===== src/rtl/debounce_multi.sv =====
// debounce_multi: per-channel synchronizer and stability-count debouncer
// with registered press/release pulses and a saturating long-press flag.
module debounce_multi #(
    parameter int CHANNELS    = 4,
    parameter int SYNC_STAGES = 2,
    parameter int CNT_WIDTH   = 16,
    parameter int LONG_WIDTH  = 24,
    parameter int ACTIVE_LOW  = 0
) (
    input  logic                 clk,
    input  logic                 rst_n,
    input  logic [CHANNELS-1:0]  din,
    input  logic [CNT_WIDTH-1:0] limit,
    output logic [CHANNELS-1:0]  dout,
    output logic [CHANNELS-1:0]  rise,
    output logic [CHANNELS-1:0]  fall,
    output logic [CHANNELS-1:0]  long_press
);
    localparam logic IDLE = (ACTIVE_LOW != 0);

    for (genvar i = 0; i < CHANNELS; i++) begin : g_ch
        logic [SYNC_STAGES-1:0] sync;
        logic [CNT_WIDTH-1:0]   cnt;
        logic [LONG_WIDTH-1:0]  hold;
        logic                   d, r, f, l;
        logic                   s, accept, d_nxt;
        assign s      = sync[SYNC_STAGES-1] ^ IDLE;
        assign accept = (s != d) && (cnt >= limit);
        assign d_nxt  = accept ? s : d;
        // long_press follows the next dout so it drops on the same edge as the release
        always_ff @(posedge clk or negedge rst_n) begin
            if (!rst_n) begin
                sync <= {SYNC_STAGES{IDLE}};
                cnt  <= '0;
                hold <= '0;
                d    <= 1'b0;
                r    <= 1'b0;
                f    <= 1'b0;
                l    <= 1'b0;
            end else begin
                sync <= {sync[SYNC_STAGES-2:0], din[i]};
                cnt  <= (s == d || accept) ? '0 : cnt + 1'b1;
                hold <= !d ? '0 : (&hold ? hold : hold + 1'b1);
                d    <= d_nxt;
                r    <= accept && s;
                f    <= accept && !s;
                l    <= d_nxt && (&hold);
            end
        end
        assign dout[i]       = d;
        assign rise[i]       = r;
        assign fall[i]       = f;
        assign long_press[i] = l;
    end
endmodule


===== config.mk =====
export PLATFORM = sky130hd
export DESIGN_NAME = debounce_multi
export DESIGN_NICKNAME = d
export VERILOG_FILES = /design/src/rtl/debounce_multi.sv
export SDC_FILE = /design/constraint.sdc
export NUM_CORES = 1
export LEC_CHECK = 0
export BUFFER_PORTS_ARGS = -buffer_cell sky130_fd_sc_hd__buf_2
export CAP_MARGIN = 20
export CORE_ASPECT_RATIO = 0.6
export CORE_MARGIN = 5
export CORE_UTILIZATION = 55
export CTS_CLUSTER_SIZE = 8
export DETAILED_ROUTE_END_ITERATION = 6
export MAX_ROUTING_LAYER = met4
export PLACE_DENSITY = 0.71
export SLEW_MARGIN = 20
export SYNTH_ARGS = -nofsm -noshare
export SYNTH_HDL_FRONTEND = slang
export SYNTH_SLANG_ARGS = --single-unit

===== constraint.sdc =====
create_clock -name clk -period 2.67 [get_ports clk]
set_clock_uncertainty 0.2 [all_clocks]
set_input_delay 0.1335 -clock clk [delete_from_list [all_inputs] [get_ports clk]]
set_output_delay 0.1335 -clock clk [all_outputs]
set_load 0.01 [all_outputs]

==> results of run 1 <==
## final cells by class
| cell class | count | area share, % |
|---|---|---|
| sequential | 184 | 39.00 |
| tap | 266 | 2.819 |
| timing repair buffer | 65 | 3.847 |
| clock buffer | 18 | 3.635 |
| multi-input combinational | 839 | 48.47 |
| clock inverter | 14 | 1.113 |
| inverter | 35 | 1.113 |
## flip-flops by register name, summed over array words and instances (netlist names)
register / count
g_ch.hold: 96
g_ch.r: 4
g_ch.cnt: 64
g_ch.sync: 8
g_ch.l: 4
g_ch.d: 4
g_ch.f: 4
## Yosys cell counts (all sizes together) (17+ instances only)
cell	count
mux2i	21
nand3	69
inv	33
ha	72
o31ai	18
and2	18
nand2	76
and3	32
nand2b	26
dfrtp	184
a21oi	34
o21ai	23
nor2	115
nand4	49
nor4	19
or3	17
xnor2	58
xor2	39
nor3	34
buf	29
and4	17
## critical path: stages (launching register included)
cell,delay [ns]
dfrtp_1,0.41
ha_1,0.19
and3_1,0.31
nand4_4,0.19
nor4b_4,0.48
buf_4,0.27
nor3_1,0.10
mux2i_1,0.14
## kinds of logic (layout without fill, tap and decap cells)
kind of cell / after synthesis / after routing / share of synthesized area, %
AND/OR/NAND/NOR: 504 / 504 / 25.92
XOR/XNOR: 97 / 97 / 7.923
buffers and inverters: 76 / 132 / 3.722
flip-flops: 184 / 184 / 42.94
AO/OA/AOI/OAI: 145 / 145 / 9.136
multiplexers: 21 / 21 / 1.960
adder cells (fa/ha/maj): 72 / 72 / 8.401
## routing by layer
metal,vias to the layer above,track usage (%)
met5,-,-
met4,0,4.574
met3,18,5.303
met2,211,30.08
met1,3927,35.93
li1,4056,-
## power breakdown
group	total (mW)	switching [mW]	internal [mW]
clock network	2.44	1.21	1.23
registers	2.83	0.0249	2.81
logic	0.262	0.171	0.0908
total	5.54	1.41	4.13
## stage by stage
step / cells / utilization, % / area [µm²] / hold slack, ns
3_3_place_gp: 1384 / 58.66 / 11190 / -0.05004
2_1_floorplan: 1099 / - / 10720 / -0.3621
5_1_grt: 1421 / 61.87 / 11810 / 0.09333
3_5_place_dp: 1384 / 58.66 / 11190 / -0.04656
6_report: 1421 / 61.87 / 11810 / 0.03477
4_1_cts: 1421 / 61.86 / 11800 / 0.03427
## repair_timing
item | CTS | global route
hold endpoints to repair | 164 | 0
endpoints found under the setup margin | 0 | 11
hold buffers | 5 | 0
resized for setup | 0 | 2
## how the worst min path moves through the flow
stage,from,slack [ns],end
2_1_floorplan,rst_n,-0.36,g_ch[0].cnt[0]$_DFF_PN0_
3_3_place_gp,rst_n,-0.05,g_ch[0].cnt[7]$_DFF_PN0_
3_5_place_dp,rst_n,-0.05,g_ch[0].cnt[7]$_DFF_PN0_
4_1_cts,rst_n,0.03,g_ch[0].cnt[7]$_DFF_PN0_
5_1_grt,rst_n,0.09,g_ch[0].cnt[3]$_DFF_PN0_
6_report,rst_n,0.03,g_ch[0].cnt[7]$_DFF_PN0_
==> results.sh, run 1 <==
export IMPL_status="completed"
export IMPL_met3_length_um=1344
export IMPL_maxCapViolCount=0
export IMPL_r2r_setup_slack_ns=0.25
export IMPL_gp_congestion=0.8831
export IMPL_synth_area_leaders="dfrtp_1 (43%), ha_1 (8.4%), xnor2_1 (4.7%)"
export IMPL_r2r_start="g_ch[0].hold[0]$_DFFE_PN0P_"
export IMPL_antenna_found_initial=0
export IMPL_dr_total_vias=8212
export IMPL_fin_crit_ns=2.420
export IMPL_cts_buffers=17
export IMPL_clk_pin_slew_ns=0.08
export IMPL_ys_warn_count=0
export IMPL_grt_pass1_vias=7913
export IMPL_fillers=1604
export IMPL_rsz0062_at_grt="false"
export IMPL_cts_root_buffer_cell="clkbuf_16"
export IMPL_synthCells=1099
export IMPL_postCtsSetupRepairBufs=0
export IMPL_core_area_um2=19080
export IMPL_clockBufferDepth=2
export IMPL_htree_levels=4
export IMPL_die_w_um=190.3
export IMPL_start_util_pct=56.20
export IMPL_worstMarginPinSlew_ns=0.7730
export IMPL_drv_slew=0
export IMPL_max_freq_mhz=413.2
export IMPL_synth_seq_cells=184
export IMPL_firstDrtPassIters=5
export IMPL_wl_met2_um=9418
export IMPL_ys_seq_area_share_pct=42.94
export IMPL_dpl_worst_slack_ns=0.1992
export IMPL_route_detailed_drc=0
export IMPL_fin_setup_tns_ns=0
export IMPL_finalPower_mw=5.537
export IMPL_finalWorstSetupSlack_ns=0.2500
export IMPL_async_reset_ff_share_pct=100.0
export IMPL_nNetsFinal=1236
export IMPL_io_pins=38
export IMPL_die_area_um2=22480
export IMPL_path_class="reg2reg"
export IMPL_wl_met1_um=12800
export IMPL_synth_ff_type="dfrtp_1"
export IMPL_cts_tree="built"
export IMPL_crit_path_end="g_ch[0].hold[13]$_DFFE_PN0P_"
export IMPL_required_ns=2.78
export IMPL_top_layer_used="met4"
export IMPL_leakagePower_nw=5.172
export IMPL_synth_top_cell_area_share_pct=42.94
export IMPL_setup_violations=0
export IMPL_area_growth_pct=10.09
export IMPL_slew_headroom_pct=47.99
export IMPL_period_share_pct=90.64
export IMPL_hold_viol=0
export IMPL_path_max_fanout=10
export IMPL_hold_class="in2async"
export IMPL_place_hpwl_um=17090
export IMPL_n_antenna_cell=0
export IMPL_yosysTopAreaCell="dfrtp_1"
export IMPL_synth_distinct_cells=63
export IMPL_regArea_um2=4604
export IMPL_cp_end_kind="register"
export IMPL_mostFrequentLayoutCells="dfrtp_1 (184), nor2_1 (115), nand2_1 (76)"
export IMPL_cts_sinks=184
export IMPL_wl_per_cell_um=16.74
export IMPL_die_h_um=118.2
export IMPL_startpoint="g_ch[0].hold[0]$_DFFE_PN0P_"
export IMPL_grt_max_degree=62
export IMPL_synth_edf_count=0
export IMPL_syn_area_per_cell_um2=9.757
export IMPL_grt_overflow_total=0
export IMPL_vdd_drop_max_mv=0.4764
export IMPL_rr_worst_depth=7
export IMPL_drtAntennaViolNets=0
export IMPL_grt_pass1_wl_um=40930
export IMPL_multiInputGateArea_um2=5722
export IMPL_start_kind="register"
export IMPL_cp_data_arrival_time_ns=2.53
export IMPL_viasPerCell=5.779
export IMPL_drive_above_1_share_pct=10.04
export IMPL_layout_commonest_cell="dfrtp_1"
export IMPL_syn_nets=1193
export IMPL_port_buffers=37
export IMPL_drt_total_wl_um=23790
export IMPL_row_count=39
export IMPL_powerDensity_nw_per_um2=469.1
export IMPL_clkLatencyLatePin_ns=0.45
export IMPL_drt_iter0_markers=723
export IMPL_grt_usage_pct=22.88
export IMPL_r2r_end="g_ch[0].hold[13]$_DFFE_PN0P_"
export IMPL_netlist_area_um2=10720
(Power assumes the default switching activity.)
==> inputs of run 2 (changes only) <==
CTS_BUF_LIST = sky130_fd_sc_hd__clkbuf_8   (was default)
==> run 2 against run 1 <==
Count of clock-buffer cells in the layout shrank 1. Final area decreased by 1.3%. Wire length fell by 0.53%. Largest power group unchanged. Highest routed layer unchanged. Die area unchanged. First-iteration DRC count is 7.9% lower. Maximum frequency down 2.3%. Combinational power is 3% higher. Critical path type unchanged. Register-to-register slack got worse by 0.06 ns. Global-route usage decreased by 0.21 points. Worst hold slack gained 0.034 ns. Sequential cell count unchanged.
==> results.sh, run 2 (synthesis results as in run 1) <==
export IMPL_firstDrtPassIters=6
export IMPL_power_frac_seq_pct=57.7
export IMPL_start_kind="register"
export IMPL_maxCapViolCount=0
export IMPL_period_share_pct=92.73
export IMPL_port_buffers=37
export IMPL_n_antenna_cell=0
export IMPL_drt_total_wl_um=23660
export IMPL_rsz0062_at_grt="false"
export IMPL_viasPerCell=5.780
export IMPL_die_h_um=118.2
export IMPL_combinationalPowerShare_pct=5.5
export IMPL_nNetsFinal=1238
export IMPL_dr_total_vias=8225
export IMPL_p_switching_mw=1.321
export IMPL_wl_per_cell_um=16.63
export IMPL_htree_levels=4
export IMPL_io_pins=38
export IMPL_setup_violations=0
export IMPL_core_area_um2=19080
export IMPL_r2r_setup_slack_ns=0.19
export IMPL_cp_end_kind="register"
export IMPL_grt_max_degree=55
export IMPL_hold_class="in2reg"
export IMPL_cts_root_buffer_cell="clkbuf_8"
export IMPL_max_freq_mhz=403.9
export IMPL_clk_pin_slew_ns=0.11
export IMPL_drtAntennaViolNets=0
export IMPL_cts_tree="built"
export IMPL_powerDensity_nw_per_um2=420.8
export IMPL_clockBufferDepth=2
export IMPL_r2r_start="g_ch[2].cnt[0]$_DFF_PN0_"
export IMPL_slew_headroom_pct=49.04
export IMPL_drt_iter0_markers=666
export IMPL_min_delay_start="din[1]"
export IMPL_route_detailed_drc=0
export IMPL_r2r_end="g_ch[2].cnt[1]$_DFF_PN0_"
export IMPL_rr_worst_depth=7
export IMPL_die_w_um=190.3
export IMPL_largest_register_ffs=96
export IMPL_grt_usage_pct=22.68
export IMPL_cts_buffers=17
export IMPL_layout_commonest_cell="dfrtp_1"
export IMPL_leakagePower_nw=5.106
export IMPL_fin_crit_ns=2.476
export IMPL_path_class="reg2reg"
export IMPL_vdd_drop_max_mv=0.3031
export IMPL_die_area_um2=22480
export IMPL_top_register="g_ch.hold"
export IMPL_cp_data_arrival_time_ns=2.70
export IMPL_worstMarginPinSlew_ns=0.7574
export IMPL_path_max_fanout=5
export IMPL_finalPower_mw=4.903
export IMPL_min_to="g_ch[1].sync[0]$_DFF_PN0_"
export IMPL_clkLatencyLatePin_ns=0.49
export IMPL_drive_above_1_share_pct=10.11
export IMPL_clockPowerShare_pct=36.8
export IMPL_place_hpwl_um=17090
export IMPL_mostFrequentLayoutCells="dfrtp_1 (184), nor2_1 (115), nand2_1 (76)"
export IMPL_drv_slew=0
export IMPL_row_count=39
export IMPL_cts_sinks=184
export IMPL_antenna_found_initial=0
export IMPL_area_growth_pct=8.658
export IMPL_postCtsSetupRepairBufs=0
export IMPL_hold_viol=0
export IMPL_status="completed"
export IMPL_grt_pass1_vias=7846
export IMPL_grt_overflow_total=0
export IMPL_intPower_mw=3.581
export IMPL_grt_pass1_wl_um=40650
export IMPL_fin_setup_tns_ns=0
export IMPL_start_util_pct=56.20
export IMPL_reg_top3="g_ch.hold (96), g_ch.cnt (64), g_ch.sync (8)"
export IMPL_fillers=1626
export IMPL_min_path_cells=2
export IMPL_gp_congestion=0.8831
export IMPL_p_sw_share_pct=26.95
export IMPL_required_ns=2.89
-- run 2: cell count changes in the layout (fill, tap and decap cells not counted) --
| cell | delta |
|---|---|
| clkbuf_16 | -17 |
| clkbuf_8 | +17 |
| buf_16 | +1 |
| clkbuf_1 | -1 |
| dlygate4sd3_1 | +1 |
| inv_1 | +1 |
-- run 2: layout make-up --
cell class / count / area, µm² / area share, %
clock buffers: 17 / 234.0 / 2.008
clock inverters: 15 / 135.1 / 1.160
inverters: 35 / 131.4 / 1.128
multi-input cells: 839 / 5722 / 49.11
flip-flops and latches: 184 / 4604 / 39.52
well taps: 266 / 332.8 / 2.857
repair buffers: 67 / 491.7 / 4.220
-- run 2: per-stage QoR --
stage / util (%) / hold slack, ns / cell area [µm²] / std cells / setup WS [ns]
after floorplan: - / -0.3621 / 10720 / 1099 / 0.4107
after global placement: 58.66 / -0.05004 / 11190 / 1384 / 0.2364
after detailed placement: 58.66 / -0.04656 / 11190 / 1384 / 0.1992
after CTS: 61.05 / 0.04893 / 11650 / 1423 / 0.1757
after global routing: 61.07 / 0.03660 / 11650 / 1423 / 0.03490
final: 61.07 / 0.06852 / 11650 / 1423 / 0.1941
-- run 2: how the worst max path moves through the flow --
stage                                    from                        end  slack, ns
floorplan           g_ch[1].cnt[13]$_DFF_PN0_  g_ch[1].cnt[10]$_DFF_PN0_       0.41
global placement     g_ch[1].cnt[0]$_DFF_PN0_   g_ch[1].cnt[1]$_DFF_PN0_       0.24
detailed placement   g_ch[2].cnt[0]$_DFF_PN0_   g_ch[2].cnt[1]$_DFF_PN0_       0.20
CTS                  g_ch[2].cnt[0]$_DFF_PN0_   g_ch[2].cnt[1]$_DFF_PN0_       0.18
global route         g_ch[2].cnt[0]$_DFF_PN0_   g_ch[2].cnt[1]$_DFF_PN0_       0.03
finish               g_ch[2].cnt[0]$_DFF_PN0_   g_ch[2].cnt[1]$_DFF_PN0_       0.19
-- run 2: critical path, stage by stage, from the launching register on --
cell and delay (ns):
dfrtp_1 0.44, inv_1 0.07, ha_1 0.27, nand2b_1 0.15
a2111oi_1 0.53, nor4_1 0.18, nor3_1 0.37, and3_1 0.21
-- run 2: routing by layer --
layer	wire, µm	track usage (%)	up-vias
li1	-	-	4061
met1	12940	36.35	3933
met2	9236	29.26	217
met3	1305	4.891	14
met4	176	4.439	0
met5	0	-	-
-- run 2: power groups by stage --
stage               combinational, mW  clock [mW]  sequential, mW
detailed placement              0.256           0            2.88
global route                    0.310        1.98            2.84
global placement                0.249           0            2.88
floorplan                       0.121           0            2.88
finish                          0.269        1.80            2.83
CTS                             0.270        1.86            2.83
-- run 2: repair_timing --
item / in CTS / in global routing
endpoints found under the setup margin: 0 / 14
gates resized for setup: 0 / 2
hold endpoints to repair: 188 / 0
hold buffers: 7 / 0
==> inputs of run 3 (changes only) <==
CORE_ASPECT_RATIO = default   (was 0.6)
HOLD_SLACK_MARGIN = 0.15   (was default)
==> run 3 against run 2 <==
Non-clock buffer count rose by 4. Largest cell class unchanged. Final area rose by 0.40%. Via count fell by 0.53%. Maximum frequency rose by 1.2%. Power rose by 3.9%. Final cell count rose by 0.21%. Sequential share of layout area fell by 0.16 points. First-iteration DRC count fell by 31%. Core utilization fell by 0.57 points.
==> results.sh, run 3 (synthesis results as in run 1) <==
export IMPL_status="completed"
export IMPL_die_area_um2=22390
export IMPL_worstMarginPinSlew_ns=0.6349
export IMPL_dpl_cell_count=1384
export IMPL_min_to="g_ch[1].sync[1]$_DFF_PN0_"
export IMPL_grt_pass1_wl_um=39720
export IMPL_gp_congestion=0.8406
export IMPL_core_area_um2=19330
export IMPL_drt_total_wl_um=22990
export IMPL_clkLatencyLatePin_ns=0.48
export IMPL_leakagePower_nw=5.132
export IMPL_io_pins=38
export IMPL_period_share_pct=91.60
export IMPL_path_class="reg2reg"
export IMPL_clockBufferDepth=2
export IMPL_powerDensity_nw_per_um2=435.5
export IMPL_area_growth_pct=9.090
export IMPL_cts_tree="built"
export IMPL_viasPerCell=5.737
export IMPL_n_antenna_cell=0
export IMPL_grt_overflow_total=0
export IMPL_mostFrequentLayoutCells="dfrtp_1 (184), nor2_1 (115), nand2_1 (76)"
export IMPL_r2r_end="g_ch[0].l$_DFF_PN0_"
export IMPL_firstDrtPassIters=5
export IMPL_fin_setup_tns_ns=0
export IMPL_place_hpwl_um=16370
export IMPL_rsz0062_at_grt="false"
export IMPL_drt_iter0_markers=460
export IMPL_slew_headroom_pct=56.58
export IMPL_r2r_start="g_ch[0].cnt[0]$_DFF_PN0_"
export IMPL_grt_max_degree=77
export IMPL_path_max_fanout=2
export IMPL_die_w_um=149.6
export IMPL_clk_pin_slew_ns=0.09
export IMPL_maxCapViolCount=0
export IMPL_port_buffers=37
export IMPL_final_cells=1426
export IMPL_cp_data_arrival_time_ns=2.59
export IMPL_antenna_found_initial=0
export IMPL_hold_viol=0
export IMPL_top_register="g_ch.hold"
export IMPL_drive_above_1_share_pct=10.16
export IMPL_drv_slew=0
export IMPL_fin_crit_ns=2.446
export IMPL_drtAntennaViolNets=0
export IMPL_setup_violations=0
export IMPL_required_ns=2.82
export IMPL_start_kind="register"
export IMPL_dr_total_vias=8181
export IMPL_htree_levels=4
export IMPL_cts_buffers=17
export IMPL_row_count=51
export IMPL_grt_pass1_vias=8161
export IMPL_route_detailed_drc=0
export IMPL_max_freq_mhz=408.9
export IMPL_largest_register_ffs=96
export IMPL_cp_end_kind="register"
export IMPL_cts_root_buffer_cell="clkbuf_8"
export IMPL_wl_per_cell_um=16.12
export IMPL_r2r_setup_slack_ns=0.22
export IMPL_min_path_cells=0
export IMPL_cts_sinks=184
export IMPL_hold_class="reg2reg"
export IMPL_min_delay_start="g_ch[1].sync[0]$_DFF_PN0_"
export IMPL_start_util_pct=55.46
export IMPL_grt_usage_pct=22.59
export IMPL_layout_commonest_cell="dfrtp_1"
export IMPL_nNetsFinal=1242
export IMPL_vdd_drop_max_mv=0.2936
export IMPL_die_h_um=149.6
export IMPL_rr_worst_depth=7
export IMPL_reg_top3="g_ch.hold (96), g_ch.cnt (64), g_ch.sync (8)"
[run 3: cell types whose count changed in the layout (fill, tap and decap cells not counted), sizes merged]
cell	delta
clkinv	-1
clkbuf	+4
inv	-5
dlygate4sd3	+4
bufinv	+2
[run 3: area by class of cell]
type / instances / area [µm²]
Timing Repair Buffer: 71 / 486.7
Clock buffer: 21 / 289.0
Clock inverter: 11 / 132.6
Fill cell: 1669 / 7637
Inverter: 35 / 131.4
Multi-Input combinational cell: 839 / 5722
Tap cell: 265 / 331.6
Sequential cell: 184 / 4604
[run 3: worst max-delay path by stage]
| stage | slack, ns | startpoint | end | cells after the start |
|---|---|---|---|---|
| floorplan | 0.41 | g_ch[1].cnt[13]$_DFF_PN0_ | g_ch[1].cnt[10]$_DFF_PN0_ | 7 |
| global placement | 0.31 | g_ch[1].cnt[0]$_DFF_PN0_ | g_ch[1].cnt[1]$_DFF_PN0_ | 7 |
| detailed placement | 0.19 | g_ch[1].cnt[0]$_DFF_PN0_ | g_ch[1].cnt[1]$_DFF_PN0_ | 7 |
| CTS | 0.17 | g_ch[1].cnt[0]$_DFF_PN0_ | g_ch[1].cnt[1]$_DFF_PN0_ | 7 |
| global route | 0.003 | g_ch[0].cnt[0]$_DFF_PN0_ | g_ch[0].cnt[1]$_DFF_PN0_ | 7 |
| finish | 0.22 | g_ch[0].cnt[0]$_DFF_PN0_ | g_ch[0].l$_DFF_PN0_ | 7 |
[run 3: per-layer routing]
metal | part of all wire [%] | up-vias | track usage, %
li1 | - | 4059 | -
met1 | 45 | 3950 | 28.93
met2 | 49 | 135 | 36.83
met3 | 3.9 | 37 | 4.240
met4 | 2.0 | 0 | 6.773
met5 | 0 | - | -
[run 3: critical path: stages, from the launching register on]
cell and delay (ns):
dfrtp_1 0.37, inv_1 0.05, ha_1 0.25, nand2b_1 0.13
a2111oi_0 0.60, nor4_1 0.17, o31ai_1 0.42, a21oi_1 0.13
[run 3: report_power, final]
part           internal [mW]  switching, mW  total (mW)
Combinational         0.0969          0.171       0.268
Sequential              2.81         0.0232        2.83
Clock                  0.948           1.05        2.00
[run 3: timing repair]
item | CTS | global route
buffers inserted | 0 | 0
setup endpoints to repair | 0 | 5
hold buffers | 10 | 0
endpoints found under the hold margin | 188 | 0
resized for setup | 0 | 2
[run 3: per-stage QoR]
step,power (mW),hold WS (ns),util (%),setup WS (ns),cell area [µm²]
after CTS,5.143,0.1567,60.49,0.1710,11700
final,5.095,0.1545,60.50,0.2244,11700
after global routing,5.307,0.1692,60.50,0.002565,11700
after global placement,3.134,0.001896,57.79,0.3057,11170
after detailed placement,3.142,0.0004268,57.79,0.1948,11170
after floorplan,3.000,-0.3621,-,0.4107,10720
